===== src/rtl/pulse_gen_pkg.sv =====
// Shared types and helpers for the multi-channel pulse timer.
package pulse_gen_pkg;

  typedef enum logic [1:0] {
    PM_PERIODIC = 2'b00,
    PM_ONESHOT  = 2'b01,
    PM_BURST    = 2'b10,
    PM_RSVD     = 2'b11
  } pulse_mode_e;

  typedef enum logic {
    CH_IDLE = 1'b0,
    CH_RUN  = 1'b1
  } pulse_state_e;

  // The reserved encoding behaves exactly like free-running periodic mode.
  function automatic pulse_mode_e decode_mode(input logic [1:0] raw);
    pulse_mode_e m;
    m = pulse_mode_e'(raw);
    return (m == PM_RSVD) ? PM_PERIODIC : m;
  endfunction

endpackage


===== src/rtl/pulse_channel.sv =====
// One timer channel: IDLE/RUN FSM, latched parameters, phase and period counters.
module pulse_channel
  import pulse_gen_pkg::*;
#(
  parameter int SIZE  = 8,
  parameter int CNT_W = 8
) (
  input  logic             clk_i,
  input  logic             rst_i,
  input  logic             start_i,
  input  logic             stop_i,
  input  logic [1:0]       mode_i,
  input  logic [SIZE-1:0]  period_i,
  input  logic [SIZE-1:0]  width_i,
  input  logic [CNT_W-1:0] count_i,
  output logic             pulse_o,
  output logic             busy_o,
  output logic             done_o
);

  pulse_state_e     state_q, state_d;
  logic [SIZE-1:0]  phase_q, phase_d;
  logic [CNT_W-1:0] pcnt_q, pcnt_d;
  logic             pulse_q, pulse_d;
  logic             done_q, done_d;
  logic             load;

  pulse_mode_e      mode_q;
  logic [SIZE-1:0]  period_q;
  logic [SIZE-1:0]  width_q;
  logic [CNT_W-1:0] count_q;

  logic [SIZE-1:0]  peff;
  logic [CNT_W-1:0] neff;
  logic [SIZE-1:0]  phase_inc;
  logic [CNT_W-1:0] pcnt_inc;
  logic [SIZE-1:0]  phase_nxt;
  logic             wrap;
  logic             last;

  // Period and count of zero behave as one.
  assign peff      = (period_q == '0) ? SIZE'(1) : period_q;
  assign neff      = (count_q == '0) ? CNT_W'(1) : count_q;
  assign phase_inc = phase_q + SIZE'(1);
  assign pcnt_inc  = pcnt_q + CNT_W'(1);
  assign wrap      = (phase_inc >= peff);
  assign phase_nxt = wrap ? '0 : phase_inc;
  assign last      = wrap && ((mode_q == PM_ONESHOT) ||
                              ((mode_q == PM_BURST) && (pcnt_inc >= neff)));

  always_comb begin
    state_d = state_q;
    phase_d = phase_q;
    pcnt_d  = pcnt_q;
    pulse_d = 1'b0;
    done_d  = 1'b0;
    load    = 1'b0;
    if (stop_i) begin
      // Abort wins over a coincident start; silent in IDLE.
      state_d = CH_IDLE;
      phase_d = '0;
      pcnt_d  = '0;
    end else if (start_i) begin
      load    = 1'b1;
      state_d = CH_RUN;
      phase_d = '0;
      pcnt_d  = '0;
      pulse_d = (width_i != '0);
    end else if (state_q == CH_RUN) begin
      if (last) begin
        state_d = CH_IDLE;
        phase_d = '0;
        pcnt_d  = '0;
        done_d  = 1'b1;
      end else begin
        phase_d = phase_nxt;
        pcnt_d  = (wrap && (mode_q == PM_BURST)) ? pcnt_inc : pcnt_q;
        pulse_d = (phase_nxt < width_q);
      end
    end
  end

  always_ff @(posedge clk_i or posedge rst_i) begin
    if (rst_i) begin
      state_q <= CH_IDLE;
      phase_q <= '0;
      pcnt_q  <= '0;
      pulse_q <= 1'b0;
      done_q  <= 1'b0;
    end else begin
      state_q <= state_d;
      phase_q <= phase_d;
      pcnt_q  <= pcnt_d;
      pulse_q <= pulse_d;
      done_q  <= done_d;
    end
  end

  // Shadow copies are only read while running, so they carry no reset.
  always_ff @(posedge clk_i) begin
    if (load) begin
      mode_q   <= decode_mode(mode_i);
      period_q <= period_i;
      width_q  <= width_i;
      count_q  <= count_i;
    end
  end

  assign pulse_o = pulse_q;
  assign busy_o  = (state_q == CH_RUN);
  assign done_o  = done_q;

endmodule


===== src/rtl/pulse_timer_array.sv =====
// NUM_CH independent programmable pulse channels sharing a clock and reset.
module pulse_timer_array
  import pulse_gen_pkg::*;
#(
  parameter int NUM_CH = 4,
  parameter int SIZE   = 8,
  parameter int CNT_W  = 8
) (
  input  logic                    clk_i,
  input  logic                    rst_i,
  input  logic [NUM_CH-1:0]       start_i,
  input  logic [NUM_CH-1:0]       stop_i,
  input  logic [2*NUM_CH-1:0]     mode_i,
  input  logic [SIZE*NUM_CH-1:0]  period_i,
  input  logic [SIZE*NUM_CH-1:0]  width_i,
  input  logic [CNT_W*NUM_CH-1:0] count_i,
  output logic [NUM_CH-1:0]       pulse_o,
  output logic [NUM_CH-1:0]       busy_o,
  output logic [NUM_CH-1:0]       done_o
);

  for (genvar c = 0; c < NUM_CH; c++) begin : g_ch
    pulse_channel #(
      .SIZE (SIZE),
      .CNT_W(CNT_W)
    ) u_ch (
      .clk_i   (clk_i),
      .rst_i   (rst_i),
      .start_i (start_i[c]),
      .stop_i  (stop_i[c]),
      .mode_i  (mode_i[2*c +: 2]),
      .period_i(period_i[SIZE*c +: SIZE]),
      .width_i (width_i[SIZE*c +: SIZE]),
      .count_i (count_i[CNT_W*c +: CNT_W]),
      .pulse_o (pulse_o[c]),
      .busy_o  (busy_o[c]),
      .done_o  (done_o[c])
    );
  end

endmodule


===== config.mk =====
export PLATFORM = sky130hd
export DESIGN_NAME = pulse_timer_array
export DESIGN_NICKNAME = d
export VERILOG_FILES = /design/src/rtl/pulse_gen_pkg.sv /design/src/rtl/pulse_channel.sv /design/src/rtl/pulse_timer_array.sv
export SDC_FILE = /design/constraint.sdc
export NUM_CORES = 1
export LEC_CHECK = 0
export CORE_MARGIN = 5
export CORE_UTILIZATION = 61
export DETAILED_ROUTE_END_ITERATION = 8
export PLACE_DENSITY = 0.85
export SLEW_MARGIN = 20
export SYNTH_ARGS = -nofsm -noshare
export SYNTH_HDL_FRONTEND = slang
export SYNTH_SLANG_ARGS = --single-unit

===== constraint.sdc =====
create_clock -name clk_i -period 9.8 [get_ports clk_i]
set_clock_uncertainty 0.1 [all_clocks]
set_input_delay 2.45 -clock clk_i [delete_from_list [all_inputs] [get_ports clk_i]]
set_output_delay 2.45 -clock clk_i [all_outputs]
set_load 0.005 [all_outputs]

## After elaboration in Yosys (flattened, before gate mapping)

Index checks and enable logic that the tools add are counted.
W data, S select, Z words.

- Order comparisons: 12
- Reductions and logical operators: 40
- Mux-type cells: 104
- Equal/unequal tests: 12
- Add/sub/neg operators: 8

Operators with widths:

| operator | number |
|---|---|
| $mux W8 | 48 |
| $add A8 B1 Y8 const B | 8 |
| $ge A8 B8 Y1 | 8 |
| $logic_not A8 Y1 | 8 |
| $mux W1 | 56 |
| $lt A8 B8 Y1 | 4 |
| $reduce_bool A8 Y1 | 4 |
| $eq A2 B2 Y1 const B | 8 |
| $reduce_bool A4 Y1 | 4 |
| $logic_and A1 B1 Y1 | 12 |
| $reduce_bool A3 Y1 | 4 |
| $eq A2 B1 Y1 const B | 4 |
| $reduce_and A2 Y1 | 4 |
| $logic_or A1 B1 Y1 | 4 |

- Register bits: 180
- Output and inout port bits: 12
- Input port bits: 114
- Logic and storage cells: 212

## Longest topological paths before layout

Gate-level depths: netlist of run 1.

- Depth in word-level cells: 10
- Mapped depth: 18
- Mapped depth without buffers: 17

## Cells and area by module

From an unflattened synthesis of run 1, not the netlist that was laid out.

- Cell total of the unflattened synthesis: 936
- Area, all modules: 10251.1 sq um

Modules (own cells, without submodules):

| module | seq. area each (sq um) | instances | area an instance (sq um) | cells each |
|---|---|---|---|---|
| pulse_channel (g_ch[0].u_ch ...) | 1256.2 | 3 | 2568.7 | 232 |
| pulse_channel (g_ch[1].u_ch) | 1256.2 | 1 | 2544.9 | 240 |

## Worst setup path after synthesis of run 1

OpenSTA, ideal clock, no wires.

- Path type: input to register
- Start: in start_i[0]
- End: reg g_ch[0].u_ch.pulse_q
- Arrival: 4058 ps
- Required time: 9634 ps
- Setup slack: 5575 ps
- Library setup time: 66 ps
- Cell stages on the path: 3
- Path through: nor2b_1 -> a21boi_0 -> a41o_1

- Word-level cells in the longest chain between the ends: 2

Ends and longest elaborated chain:

| what | line | text |
|---|---|---|
| start: declaration | pulse_timer_array.sv:11 | `input logic [NUM_CH-1:0] start_i,` |
| $mux W1 | pulse_channel.sv:63 | `end else if (start_i) begin` |
| $mux W1 | pulse_channel.sv:58 | `if (stop_i) begin` |
| net g_ch[0].u_ch.pulse_d | pulse_channel.sv:24 | `logic pulse_q, pulse_d;` |
| end signal: assignment | pulse_channel.sv:94 | `pulse_q <= pulse_d;` |
| end: declaration | pulse_channel.sv:24 |  |

The timed path passes the listed nets, and every way through them passes these cells.
A chain may end at the register's enable or synchronous reset.

## Worst setup path after layout of run 1

- Start: reg g_ch[3].u_ch.phase_q[0]
- End: reg g_ch[3].u_ch.pulse_q

- Word-level cells in the longest chain between the ends: 8
- Elaborated cells between the ends (all ways): 9
- Classes of those cells: add/sub (1); order compare (2); mux (5); reduce/logical (1)

Ends and longest elaborated chain:

| what | line | text |
|---|---|---|
| start: declaration | pulse_channel.sv:22 | `logic [SIZE-1:0] phase_q, phase_d;` |
| start signal: assignment | pulse_channel.sv:92 | `phase_q <= phase_d;` |
| $add A8 B1 Y8 (*) | pulse_channel.sv:44 | `assign phase_inc = phase_q + SIZE'(1);` |
| $ge A8 B8 Y1 | pulse_channel.sv:46 | `assign wrap = (phase_inc >= peff);` |
| $mux W8 | pulse_channel.sv:47 | `assign phase_nxt = wrap ? '0 : phase_inc;` |
| $lt A8 B8 Y1 | pulse_channel.sv:78 | `pulse_d = (phase_nxt < width_q);` |
| $mux W1 (*) | pulse_channel.sv:70 | `if (last) begin` |
| $mux W1 (*) | pulse_channel.sv:69 | `end else if (state_q == CH_RUN) begin` |
| $mux W1 (*) | pulse_channel.sv:63 |  |
| $mux W1 (*) | pulse_channel.sv:58 |  |
| net g_ch[3].u_ch.pulse_d | pulse_channel.sv:24 |  |
| end signal: assignment | pulse_channel.sv:94 |  |
| end: declaration | pulse_channel.sv:24 |  |

The timed path passes the listed nets; every way through them passes the cells marked *.

==> impl_results.md, run 1 <==
- Result of the run: finished clean
- Cell type with the largest total area after synthesis: edfxtp_1
- Register area share after synthesis: 0.4998
- Cells after synthesis: a little over 900
- Number of input and output port buffers inserted: 125
- Crit path top cell by count: ha_1
- Setup TNS: 0 ps
- Final net count: roughly 1300
- Unrepaired setup endpoints after global routing: no
- Number of nets with antenna violations after detailed routing: 0
- Post-cts repair resize count: 0
- Top fanout value on the critical path: 14
- Portion of the clock cycle consumed by the worst path in the final layout: 0.4367
- Number of violations of the max-capacitance limit: 0
- Layout fillers: around 1100
- Depth of the CTS H-tree: 4
- Combined buffer and inverter count along the critical path: 1
- Share of the core filled with cells: 0.7425
- Placed cell count: approximately 1300
- Arrival @ worst endpoint: between 4000 and 5000 ps
- Total leakage power: 0.005718 uW
- Netlist Area Pre-Place: a little over 10000 sq um
- Average detailed-routed wire length per instance: 16.73 um
- Path class of the lowest-slack min-delay path: reg -> reg
- Clock sink count: between 150 and 200
- Final Critical Period: roughly 4300 ps
- Die outline area: 19150 sq um
- Library cells used by synthesis: 68
- Inserted Clock Buffers: 17
- Worst setup path class: reg -> reg
- Pin count of the biggest net entering global routing: 77
- Register area: between 5000 and 6000 sq um
- Category of the worst setup path launch point: register
- Insertion delay to the later sink of the worst-skew pair: around 430 ps
- CP max stage delay: between 700 and 800 ps
- Actual slew at the worst max-slew pin: between 900 and 1000 ps
- Deepest clock path buffer count: 2
- CTS Hold Bufs: 0
- Global routing usage summed across all routing layers: 0.2255
- Fin cells: approximately 1300
- Peak supply drop: between 0.0001 and 0.00015 V
- Top cell type's share of synthesized area: 0.3106
- Ys Warns: 0
- Syn Nets: about 1100
- Largest delay share family, worst path: compound AO/OA/AOI/OAI gates
- Via count of the first global-routing pass: ~7600
- Total congestion overflow after global routing: 0
- Synthesis-stage register bit count: between 150 and 200
- Total number of vias: around 7400
- Per-cell via count in the routed design: between 5 and 6
- Most used flip-flop cell after synthesis: edfxtp_1
- Multi-input gate area: 4517 sq um
- First-pass GRT wire length: between 30000 and 40000 um
- DR iter-0 viols: 449
- Highest Clock Rate: 233.6 MHz
- Clock tree from TritonCTS: built
- DPL Wire Length: roughly 16000 um
- Slew Viols, Final: 0
- Post-CTS repair timing setup buffer count: 0
- Layout-stage area growth over the synthesis result: 20.73%
- Number of top-level pins: 126
- Clock transition at the register clock pins on the worst setup and hold paths after CTS: approximately 60 ps
- CP max-delay cell: o31ai_2
- Pwr dens: between 100 and 150 nW/um^2
- Least setup slack across all paths after layout: about 5500 ps
- CP Data Required Time: between 10000 and 15000 ps
- Minimum setup slack after placement: 5311 ps
- Average size of a mapped cell: ~11 sq um
- Total count of hold-check failures in the final report: 0
- Num rows: 47
- Total of endpoints with negative setup slack in the final report: 0
- Root Driver: clkbuf_16
- Fraction of registers with async set or reset after synthesis: 0.4222
- Total detailed-routing wirelength: ~21000 um
- Die W: 138.4 um
- Worst slew slack as a fraction of its limit: 0.3760
- Worst hold slack after final layout: approximately 400 ps
- Leading post-synthesis cells by cell area: edfxtp_1 (31%), dfrtp_1 (19%), ha_1 (12%), inv_1 (4.0%), nand2_1 (2.9%)
- Fraction of layout cells with a size suffix above 1: 0.05644
- Post-synth EDFFs: about 100
- Count of unresolved DRC violations after routing: 0
- Antenna violations before repair: 2
- Crit path capture type: register
- Effective utilization at floorplan: 0.6150
- Chip height: between 100 and 150 um
- 1st-pass router iterations: 5
- Final GP Congestion: ~0.84
- Area of the placeable core: ~16000 sq um
- Cells along the critical path: ha_1 > nand3_1 > nor2_1 > xnor2_1 > inv_1 > ha_1 > and3_1 > nand2_1 > o31ai_2 > nor2_1 > ha_1 > o21ai_0 > nand2b_1 > a21oi_1 > nor3_1 > nand2_1 > a32o_1
-- state kept, by name (all words and copies together), names as in the netlist --
name / cells
g_ch.u_ch.pulse_o: 4
g_ch.u_ch.phase_q: 32
g_ch.u_ch.width_q: 32
g_ch.u_ch.pcnt_q: 32
g_ch.u_ch.count_q: 32
g_ch.u_ch.done_o: 4
g_ch.u_ch.busy_o: 4
g_ch.u_ch.mode_q: 8
g_ch.u_ch.period_q: 32
-- cell families after synthesis --
logic type               synth area share
AND/OR/NAND/NOR                    0.1505
XOR/XNOR                          0.04008
multiplexers                     0.003236
AO/OA/AOI/OAI                      0.1291
adder cells (fa/ha/maj)            0.1245
buffers and inverters             0.05289
flip-flops                         0.4998
-- Yosys cell counts, drive strengths merged (21+ instances only) --
| master | count |
|---|---|
| inv | 107 |
| nand2b | 22 |
| nand3 | 30 |
| nor2b | 27 |
| nand2 | 79 |
| xnor2 | 21 |
| nor2 | 60 |
| dfrtp | 76 |
| xor2 | 25 |
| o21ai | 38 |
| edfxtp | 104 |
| a21oi | 27 |
| ha | 100 |
-- routing by layer --
metal | up-vias | part of all wire | routed length [um] | track usage
li1 | 3548 | - | - | -
met1 | 3535 | 0.41 | 8724 | 0.2733
met2 | 221 | 0.51 | 11040 | 0.3947
met3 | 54 | 0.054 | 1170 | 0.04385
met4 | 2 | 0.024 | 526 | 0.09516
met5 | - | 0.00061 | 13 | 0
-- final timing paths --
check	from	to	slack, ps	cells after the start
setup / recovery	g_ch[3].u_ch.phase_q[0]	g_ch[3].u_ch.pulse_o	5520	17
hold / removal	g_ch[0].u_ch.phase_q[7]	g_ch[0].u_ch.phase_q[7]	410	2
setup reg to reg	g_ch[3].u_ch.phase_q[0]	g_ch[3].u_ch.pulse_o	5520	17
hold reg to reg	g_ch[0].u_ch.phase_q[7]	g_ch[0].u_ch.phase_q[7]	410	2
max in group asynchronous	rst_i	g_ch[2].u_ch.pcnt_q[2]	6680	3
min in group asynchronous	rst_i	g_ch[3].u_ch.phase_q[6]	2450	3
-- where the power goes --
part           total (uW)  switching, uW  leakage [uW]  internal, uW
combinational         154           73.4       0.00339          80.3
sequential            857           16.8       0.00202           841
clock                 718            283      0.000307           435
-- worst reg2reg max path, stage by stage, from the launching register on --
cell      delay, ps
dfrtp_1         480
ha_1            290
nand3_1         150
nor2_1          160
xnor2_1         200
inv_1            80
ha_1            300
and3_1          190
nand2_1          80
o31ai_2         780
nor2_1          200
ha_1            330
o21ai_0          80
nand2b_1        100
a21oi_1          80
nor3_1          220
nand2_1          90
a32o_1          260
-- through the flow --
stage	cell area (sq um)	power [uW]
floorplan	10050	945.4
global placement	11480	1015
detailed placement	11490	1024
CTS	12130	1738
global route	12140	1791
finish	12140	1729
-- area by class of cell --
type                    instances  area share
repair buffers                128      0.1052
clock inverters                 4    0.004536
multi-input cells             616      0.3721
diodes                          1   0.0002062
flip-flops and latches        180      0.4140
inverters                     107     0.03319
clock buffers                  28     0.04804
well taps                     220     0.02268
-- placed cells by master, fill, tap and decap left out, types with 19 or more instances in the layout --
cell type | netlist | routed
inv_1 | 107 | 106
xnor2_1 | 21 | 21
clkbuf_16 | 0 | 22
nor2_1 | 60 | 60
dfrtp_1 | 76 | 76
ha_1 | 100 | 100
a21oi_1 | 26 | 26
clkdlybuf4s50_1 | 0 | 125
nand3_1 | 30 | 30
o21ai_0 | 37 | 37
nor2b_1 | 27 | 23
a22o_1 | 20 | 20
nand2b_1 | 19 | 19
nand2_1 | 78 | 78
edfxtp_1 | 104 | 104
xor2_1 | 25 | 25
Note: power is estimated with default switching activity, not from simulation.
==> run 2: changes to the inputs <==
- CORE_UTILIZATION: 61 -> 51
- PLACE_DENSITY: 0.85 -> 0.75
- clock period: 9.8 -> 3.5 ns (I/O delays scaled with it)
==> run 2 against run 1 <==
Critical path depth fell by 2. First-iteration DRC count fell by 16%. Sequential cell count did not move. Global-route usage fell by 3.6 points. Power rose to 2.7 times the previous value. Largest cell class unchanged. Highest routed layer is now met4.
==> impl_results.md, run 2 (same netlist as run 1, synthesis figures left out) <==
- Result of the run: finished clean
- Antenna violations before repair: 0 (-2)
- Origin of the worst min-delay path: g_ch[3].u_ch.phase_q[7]
- Path class of the lowest-slack min-delay path: reg -> reg
- Setup TNS: 0 ps (unchanged)
- CP max stage delay: 440 ps (-340 ps)
- Die W: 150.4 um (+8.7%)
- Slew Viols, Final: 0 (unchanged)
- Commonest non-fill, non-tap cell in the layout: clkdlybuf4s50_1
- Worst hold slack after final layout: 421.0 ps (+14.28 ps)
- Largest delay share family, worst path: compound AO/OA/AOI/OAI gates
- Portion of the clock cycle consumed by the worst path in the final layout: 0.9812 (+0.5445)
- Inserted Clock Buffers: 17 (unchanged)
- Share of the core filled with cells: 0.6601 (-0.08235)
- 1st-pass router iterations: 5 (unchanged)
- Actual slew at the worst max-slew pin: 768.0 ps (-162.5 ps)
- Average detailed-routed wire length per instance: 15.77 um (-5.7%)
- Routed wl met3: 966 um (-17%)
- Setup slack of the worst register-to-register path: 70 ps (-5450 ps)
- Count of unresolved DRC violations after routing: 0 (unchanged)
- Register area: 5029 sq um (about the same)
- First-pass GRT wire length: 34350 um (-3.7%)
- Pwr dens: 367.1 nW/um^2 (+160%)
- Num rows: 51 (+8.5%)
- Source of the worst register-to-register timing path: g_ch[0].u_ch.phase_q[1]
- Antenna cells: 0 (-1)
- Total of endpoints with negative setup slack in the final report: 0 (unchanged)
- Cells along the critical path: ha_4 > nand3_4 > nor2_4 > xnor2_2 > inv_1 > ha_4 > a21o_1 > a211o_1 > a31oi_4 > nor2_4 > nor2_2 > ha_1 > a211o_1 > o31ai_2 > a41o_1
- Global routing usage summed across all routing layers: 0.1895 (-0.03595)
- Wire length on met1: 9553 um (+9.5%)
- Via count of the first global-routing pass: 7308 (-3.9%)
- CP Data Required Time: 3770 ps (-6240 ps)
- Layout-stage area growth over the synthesis result: 27.79%
- Deepest clock path buffer count: 2 (unchanged)
- Clock tree from TritonCTS: built
- Highest routing layer actually used: met4
- Effective utilization at floorplan: 0.5166 (-0.09840)
- Highest Clock Rate: 291.2 MHz (+25%)
- Layout fillers: 1462 (+31%)
- DPL Wire Length: 15590 um (-0.94%)
- Final Critical Period: 3434 ps (-845.8 ps)
- Chip height: 150.4 um (+8.7%)
- Per-cell via count in the routed design: 5.411 (-5.6%)
- Placed cell count: 1322 (+5.7%)
- Fraction of layout cells with a size suffix above 1: 0.1465 (+0.09001)
- Number of input and output port buffers inserted: 125 (unchanged)
- Most frequent cells in the layout: clkdlybuf4s50_1 (125), edfxtp_1 (104), inv_1 (103), ha_1 (90), nand2_1 (78)
- Worst setup path class: reg -> reg
- Crit path capture type: register
- Top fanout value on the critical path: 6 (-8)
- Total number of vias: 7457 (+1.3%)
- Number of violations of the max-capacitance limit: 0 (unchanged)
- Final GP Congestion: 0.9316 (+10%)
- Total leakage power: 0.005917 uW (+3.5%)
- Area of the placeable core: 19460 sq um (+19%)
- Number of top-level pins: 126 (unchanged)
- Pin count of the biggest net entering global routing: 77 (unchanged)
- Die outline area: 22620 sq um (+18%)
- Root Driver: clkbuf_16
- Multi-input gate area: 4855 sq um (+7.5%)
- Category of the worst setup path launch point: register
- Insertion delay to the later sink of the worst-skew pair: 440 ps (about the same)
- DR iter-0 viols: 376 (-16%)
- Final total power: 4716 uW (+170%)
- Final net count: 1314 (+4.0%)
- Combined buffer and inverter count along the critical path: 1 (unchanged)
- Clock sink count: 180 (unchanged)
- Worst slew slack as a fraction of its limit: 0.4841 (+0.1081)
- Total detailed-routing wirelength: 21730 um (+1.2%)
- Arrival @ worst endpoint: 3700 ps (-790 ps)
- Total count of hold-check failures in the final report: 0 (unchanged)
- Endpoint of the worst-slack reg-to-reg timing path: g_ch[0].u_ch.pulse_o
- Unrepaired setup endpoints after global routing: yes
- Depth of the CTS H-tree: 4 (unchanged)
- CTS Hold Bufs: 0 (unchanged)
- Fin cells: 1378 (+7.3%)
- Destination of the worst hold path: g_ch[3].u_ch.phase_q[7]
- Clock transition at the register clock pins on the worst setup and hold paths after CTS: 80 ps (+20 ps)
- Worst Reg2Reg Path Length in Cells: 15 (-2)
- CP max-delay cell: dfrtp_1
- Total congestion overflow after global routing: 0 (unchanged)
- Detailed route wirelength on metal2: 10870 um (-1.6%)
- Worst hold stages: 2 (unchanged)
- Peak supply drop: 0.0003018 V (+150%)
- Number of nets with antenna violations after detailed routing: 0 (unchanged)
[run 2: through the flow]
stage                     cell area [sq um]  worst slack [ps]
after floorplan                       10050             151.7
after global placement                11750             78.31
after detailed placement              11750            -89.50
after CTS                             12400             4.032
after global routing                  12850            -55.88
final                                 12850             65.74
[run 2: area by class of cell]
type                    count  share of cell area
clock buffers              18             0.03340
clock inverters            14             0.01052
inverters                 107             0.03136
multi-input cells         617              0.3779
flip-flops and latches    180              0.3914
well taps                 265             0.02581
repair buffers            177              0.1296
[run 2: worst max path at each step]
stage	startpoint	end	slack [ps]	depth (start not counted)
after floorplan	g_ch[2].u_ch.phase_q[0]	g_ch[2].u_ch.pulse_o	150	13
after global placement	g_ch[2].u_ch.phase_q[0]	g_ch[2].u_ch.pulse_o	80	13
after detailed placement	g_ch[3].u_ch.phase_q[0]	g_ch[3].u_ch.pulse_o	-90	15
after CTS	g_ch[2].u_ch.phase_q[0]	g_ch[2].u_ch.pulse_o	4	13
after global routing	g_ch[0].u_ch.phase_q[1]	g_ch[0].u_ch.pulse_o	-60	15
final	g_ch[0].u_ch.phase_q[1]	g_ch[0].u_ch.pulse_o	70	15
[run 2: worst min-delay path, delay by kind of cell (launching register included)]
kind,cells,cell delay (ps)
AO/OA/AOI/OAI,1,60
flip-flops,1,370
AND/OR/NAND/NOR,1,50
[run 2: repair_timing]
action,4_1_cts,5_1_grt
setup endpoints to repair,4,4
pin swaps,4,38
buffers inserted,3,20
resized for setup,13,54
cloned,0,1
[run 2: power breakdown]
part / total [uW] / internal, uW / switching [uW]
logic: 466 / 246 / 220
registers: 2390 / 2350 / 43.6
clock network: 1860 / 946 / 909
[run 2: routing by layer]
layer | vias to the layer above | global-route usage
li1 | 3654 | -
met1 | 3586 | 0.2493
met2 | 186 | 0.3211
met3 | 31 | 0.03492
met4 | 0 | 0.05535
met5 | - | 0
==> RTL change 1, RTL diff (settings of run 2) <==
`CNT_W` is set to 8 in 2 places; all go to 10.
--- a/src/rtl/pulse_channel.sv
+++ b/src/rtl/pulse_channel.sv
@@ -5,3 +5,3 @@
   parameter int SIZE  = 8,
-  parameter int CNT_W = 8
+  parameter int CNT_W = 10
 ) (
--- a/src/rtl/pulse_timer_array.sv
+++ b/src/rtl/pulse_timer_array.sv
@@ -6,3 +6,3 @@
   parameter int SIZE   = 8,
-  parameter int CNT_W  = 8
+  parameter int CNT_W  = 10
 ) (
Interface: changed (resized count_i); port bits go from 126 to 134. No check against the original RTL was run, so the function may have changed too.
==> RTL change 1 against run 2 <==
Setup slack lost 0.023 ns. Critical path depth decreased by 1. Total power increased by 9.5%. Sequential cell count grew 16. Area after synthesis up 8.8%. Design area grew 7.8%. Count of clock-buffer cells in the layout unchanged. Wire length increased by 8.4%. Critical path type unchanged. Highest routed layer unchanged.
==> RTL change 1: results (changes against run 2) <==
| Metric | Value |
|---|---|
| Status | finished clean (unchanged) |
| Initial drt markers | 380 (was 376) |
| Largest net degree at the start of global routing | 48 (was 77) |
| Top cells by count, synth | inv_1 (120), edfxtp_1 (112), ha_1 (108) (was inv_1 (107), edfxtp_1 (104), ha_1 (100)) |
| Syn nets | 1235 (was 1135) |
| Worst Hold Slack | 0.410 ns (was 0.421 ns) |
| Slew of the pin with the lowest slew margin | 0.880 ns (was 0.768 ns) |
| LEAKAGE | 6.39 nW (was 5.92 nW) |
| Global-route wire length before repair | 37900 µm (was 34300 µm) |
| Placer Congestion | 0.891 (was 0.932) |
| Maximum VDD drop | 0.254 mV (was 0.302 mV) |
| Drt pass-1 iters | 5 (unchanged) |
| Hold path endpoint | g_ch[2].u_ch.phase_q[7] (was g_ch[3].u_ch.phase_q[7]) |
| CTS root buf | clkbuf_16 (unchanged) |
| Post-Route WL | 23600 µm (was 21700 µm) |
| Worst skew pair latency | 0.43 ns |
| R2R Setup Slk | 0.04 ns (was 0.07 ns) |
| Seq/Total Area, Yosys | 49.9% (was 50.0%) |
| Post-DP HPWL | 17400 µm (was 15600 µm) |
| Synth top area cells | edfxtp_1 (31%), dfrtp_1 (19%), ha_1 (12%) (unchanged) |
| Post-synth EDFFs | 112 (was 104) |
| Yosys warning count | 0 (unchanged) |
| I/O Buffers | 133 (was 125) |
| Hold Path Depth | 2 (unchanged) |
| Worst-path fanout max | 6 (unchanged) |
| R2R depth | 14 (was 15) |
| Number of diodes | 0 (unchanged) |
| Initial antenna violation count | 0 (unchanged) |
| Mux contribution to synthesized area | 0.183% (was 0.324%) |
| Synth Area in XOR/XNOR | 4.48% (was 4.01%) |
| Wirelength per Cell | 15.8 µm (about the same) |
| CTS Buf Count | 17 (unchanged) |
| Hold Vio Cnt, Final | 0 (unchanged) |
| Post-Place Setup Slack | -0.0957 ns (was -0.0895 ns) |
| Synth Area in Adders | 12.3% (was 12.4%) |
| Hold WC Path Type | reg2reg (unchanged) |
| # nets final | 1431 (was 1314) |
| Filler cell count | 1626 (was 1462) |
| Yosys cell types | 60 (was 68) |
| Layout cells sized above 1 | 12.8% (was 14.6%) |
| Via density | 5.50 (was 5.41) |
| H-tree depth | 4 (unchanged) |
| All-Layer GR Usage | 19.0% (about the same) |
| Synth Area in Compound Gates | 14.2% (was 12.9%) |
| Hold path start | g_ch[2].u_ch.phase_q[7] (was g_ch[3].u_ch.phase_q[7]) |
| Async SR Flop Fraction | 42.9% (was 42.2%) |
| Biggest regs | g_ch.u_ch.count_q x40, g_ch.u_ch.pcnt_q x40 |
| FF-to-FF End | g_ch[3].u_ch.pulse_o (was g_ch[0].u_ch.pulse_o) |
| Mapped Cells | 1005 (was 921) |
| Clock slew at reported path FFs | 0.07 ns |
| Vias in the first global route | 8099 (was 7308) |
| Reg-to-reg critical path startpoint | g_ch[3].u_ch.period_q[6] (was g_ch[0].u_ch.phase_q[1]) |
-- RTL change 1: cell types whose count changed after synthesis, moves of 13 or more --
cell / delta
o21ai_1: +13
a32o_1: +13
a31oi_1: +19
nand3_1: +20
inv_1: +13
o21ai_0: -19
-- RTL change 1: cells by family after synthesis --
logic type               Yosys count
AO/OA/AOI/OAI                    209
XOR/XNOR                          56
adder cells (fa/ha/maj)          108
buffers and inverters            145
flip-flops                       196
multiplexers                       2
AND/OR/NAND/NOR                  289
-- RTL change 1: layout make-up --
cell class	count	area share [%]
inverter	121	3.29
clock inverter	14	1.36
clock buffer	18	3.10
timing repair buffer	201	13.4
sequential	196	39.5
tap	275	2.49
multi-input combinational	664	36.8
-- RTL change 1: worst max-delay path, cell delays in order, from the launching register on --
cell	delay, ns
edfxtp_1	0.40
nor4_2	0.27
a41o_1	0.18
ha_1	0.22
nand2b_4	0.14
a2111o_1	0.39
a21oi_2	0.18
o21ai_2	0.08
buf_4	0.16
nor2_1	0.14
ha_1	0.27
a21oi_2	0.13
nor2_1	0.04
or4_1	0.47
o31ai_1	0.19
-- RTL change 1: through the flow --
stage | utilization, % | cell area [µm²]
final | 65.7 | 13800
after global routing | 65.7 | 13800
after CTS | 64.3 | 13600
after detailed placement | 61.3 | 12900
after global placement | 61.3 | 12900
after floorplan | - | 10900
-- RTL change 1: worst max path at each step --
stage | from | to | cells past startpoint | slack, ns
global route | g_ch[3].u_ch.period_q[5] | g_ch[3].u_ch.pulse_o | 14 | -0.18
finish | g_ch[3].u_ch.period_q[6] | g_ch[3].u_ch.pulse_o | 14 | 0.04
CTS | g_ch[3].u_ch.period_q[6] | g_ch[3].u_ch.pulse_o | 14 | 0.009
global placement | g_ch[3].u_ch.period_q[5] | g_ch[3].u_ch.pulse_o | 14 | -0.009
floorplan | g_ch[3].u_ch.phase_q[0] | g_ch[3].u_ch.pulse_o | 16 | 0.05
detailed placement | g_ch[3].u_ch.period_q[5] | g_ch[3].u_ch.pulse_o | 14 | -0.1
-- RTL change 1: what timing repair did --
| item | CTS | global route |
|---|---|---|
| hold endpoints to repair | 0 | 0 |
| endpoints found under the setup margin | 2 | 18 |
| buffers inserted | 1 | 12 |
| gates resized for setup | 4 | 39 |
| pin swaps | 5 | 15 |
-- RTL change 1: layer usage --
layer	vias to the layer above	global-route usage [%]	routed length, µm
li1	4064	-	-
met1	3884	25.0	10300
met2	214	32.5	11900
met3	25	3.76	1110
met4	0	4.71	244
met5	-	0	0
-- RTL change 1: power by group --
group / leakage (nW) / internal (W) / switching (W)
sequential: 2.20 / 0.00256 / 0.0000462
combinational: 3.89 / 0.000259 / 0.000238
clock: 0.297 / 0.00115 / 0.000912
total: 6.39 / 0.00397 / 0.00120
==> RTL change 2, RTL diff (config.mk and constraints of run 2) <==
Without the edit above. Register the input `stop_i` before use. The logic sees it one clock later. The other inputs are not delayed to match.
--- a/src/rtl/pulse_timer_array.sv
+++ b/src/rtl/pulse_timer_array.sv
@@ -21,2 +21,8 @@
 
+  logic [NUM_CH-1:0] stop_q;
+
+  always_ff @(posedge clk_i) begin
+      stop_q <= stop_i;
+  end
+
   for (genvar c = 0; c < NUM_CH; c++) begin : g_ch
@@ -29,3 +35,3 @@
       .start_i (start_i[c]),
-      .stop_i  (stop_i[c]),
+      .stop_i  (stop_q[c]),
       .mode_i  (mode_i[2*c +: 2]),
Behaviour: not the same (a bounded check fails within 4 cycles, from zero or initial values and one cycle with rst_i high).
==> RTL change 2 against run 2 <==
Total power is 1.6% lower. Via count stayed put. Area after synthesis is 1.9% higher. Setup slack better by 0.034 ns. Sequential cell count is 4 higher. Design area is 1.0% higher. Fmax is 1.0% higher. Combinational power is 7.5% lower. Wire length hardly changed. Highest routed layer unchanged.
==> RTL change 2: results (changes against run 2) <==
| Metric | Value |
|---|---|
| R2R Setup Slk | 0.1 ns (was 0.07 ns) |
| Initial drt markers | 430 (was 376) |
| Status | finished clean (unchanged) |
| Seq/Total Area, Yosys | 49.8% (was 50.0%) |
| Layout cells sized above 1 | 15.7% (was 14.6%) |
| Via density | 5.25 (was 5.41) |
| Worst Path Arrival | 3.63 ns (was 3.70 ns) |
| Total Power | 0.00464 W (was 0.00472 W) |
| Global Route met2 Usage | 33.0% (was 32.1%) |
| Maximum VDD drop | 0.325 mV (was 0.302 mV) |
| Nonclk buf count | 180 (was 177) |
| Post-CTS setup buffer count | 0 (was 3) |
| Async SR Flop Fraction | 41.3% (was 42.2%) |
| Top cells by count, synth | inv_1 (133), edfxtp_1 (104), ha_1 (100) (was inv_1 (107), edfxtp_1 (104), ha_1 (100)) |
| Area after DPL | 12100 µm² (was 11700 µm²) |
| LEAKAGE | 5.97 nW (was 5.92 nW) |
| Drt pass-1 iters | 7 (was 5) |
| Power share of the clock group | 38.9% (was 39.3%) |
| Dpl cells | 1375 (was 1322) |
| Post-Route WL | 21700 µm (about the same) |
| Global-route wire length before repair | 35100 µm (was 34300 µm) |
| Clk cell area share | 4.19% (was 4.39%) |
| Worst-path fanout max | 8 (was 6) |
| Multi-input gate share of the layout cell area | 37.2% (was 37.8%) |
| All-Layer GR Usage | 19.0% (about the same) |
| GR Layer Usage met1 | 24.7% (was 24.9%) |
| Seq Cell Count | 184 (was 180) |
| Vias in the first global route | 7525 (was 7308) |
| Sw Share | 23.9% (was 24.9%) |
| Synth top area cells | edfxtp_1 (30%), dfrtp_1 (19%), ha_1 (12%) (was edfxtp_1 (31%), dfrtp_1 (19%), ha_1 (12%)) |
| Slew of the pin with the lowest slew margin | 0.869 ns (was 0.768 ns) |
| Inverters | 133 (was 107) |
-- RTL change 2: changes by cell type after synthesis, sizes merged, moves of 5 or more --
cell and delta:
inv +26, o21ai +24, a22o -14, a211oi +11
nand2 +10, a21oi -7, a31oi -6, a32o -6
and2b +6, a31o +5, nor2b -5
-- RTL change 2: logic make-up after synthesis --
logic type      Yosys count  share of synthesized area, %
simple gates            298                          14.6
flops                   184                          49.8
compound gates          177                          13.0
buf+inv                 149                          5.95
fa+ha+maj               100                          12.2
xor+xnor                 47                          4.02
mux                       3                         0.305
-- RTL change 2: worst max-delay path, cell delays in order, from the launching register on --
cell and delay [ns]:
dfrtp_2 0.45, ha_4 0.19, nand3_4 0.10, xor2_2 0.18, inv_1 0.07, ha_2 0.19
or4_4 0.41, a21oi_2 0.13, a211oi_2 0.05, nand2b_4 0.17, buf_6 0.14, a21oi_1 0.14
ha_1 0.17, nand4_1 0.15, buf_4 0.17, nor3_2 0.15, nor4_1 0.07, a32o_2 0.26
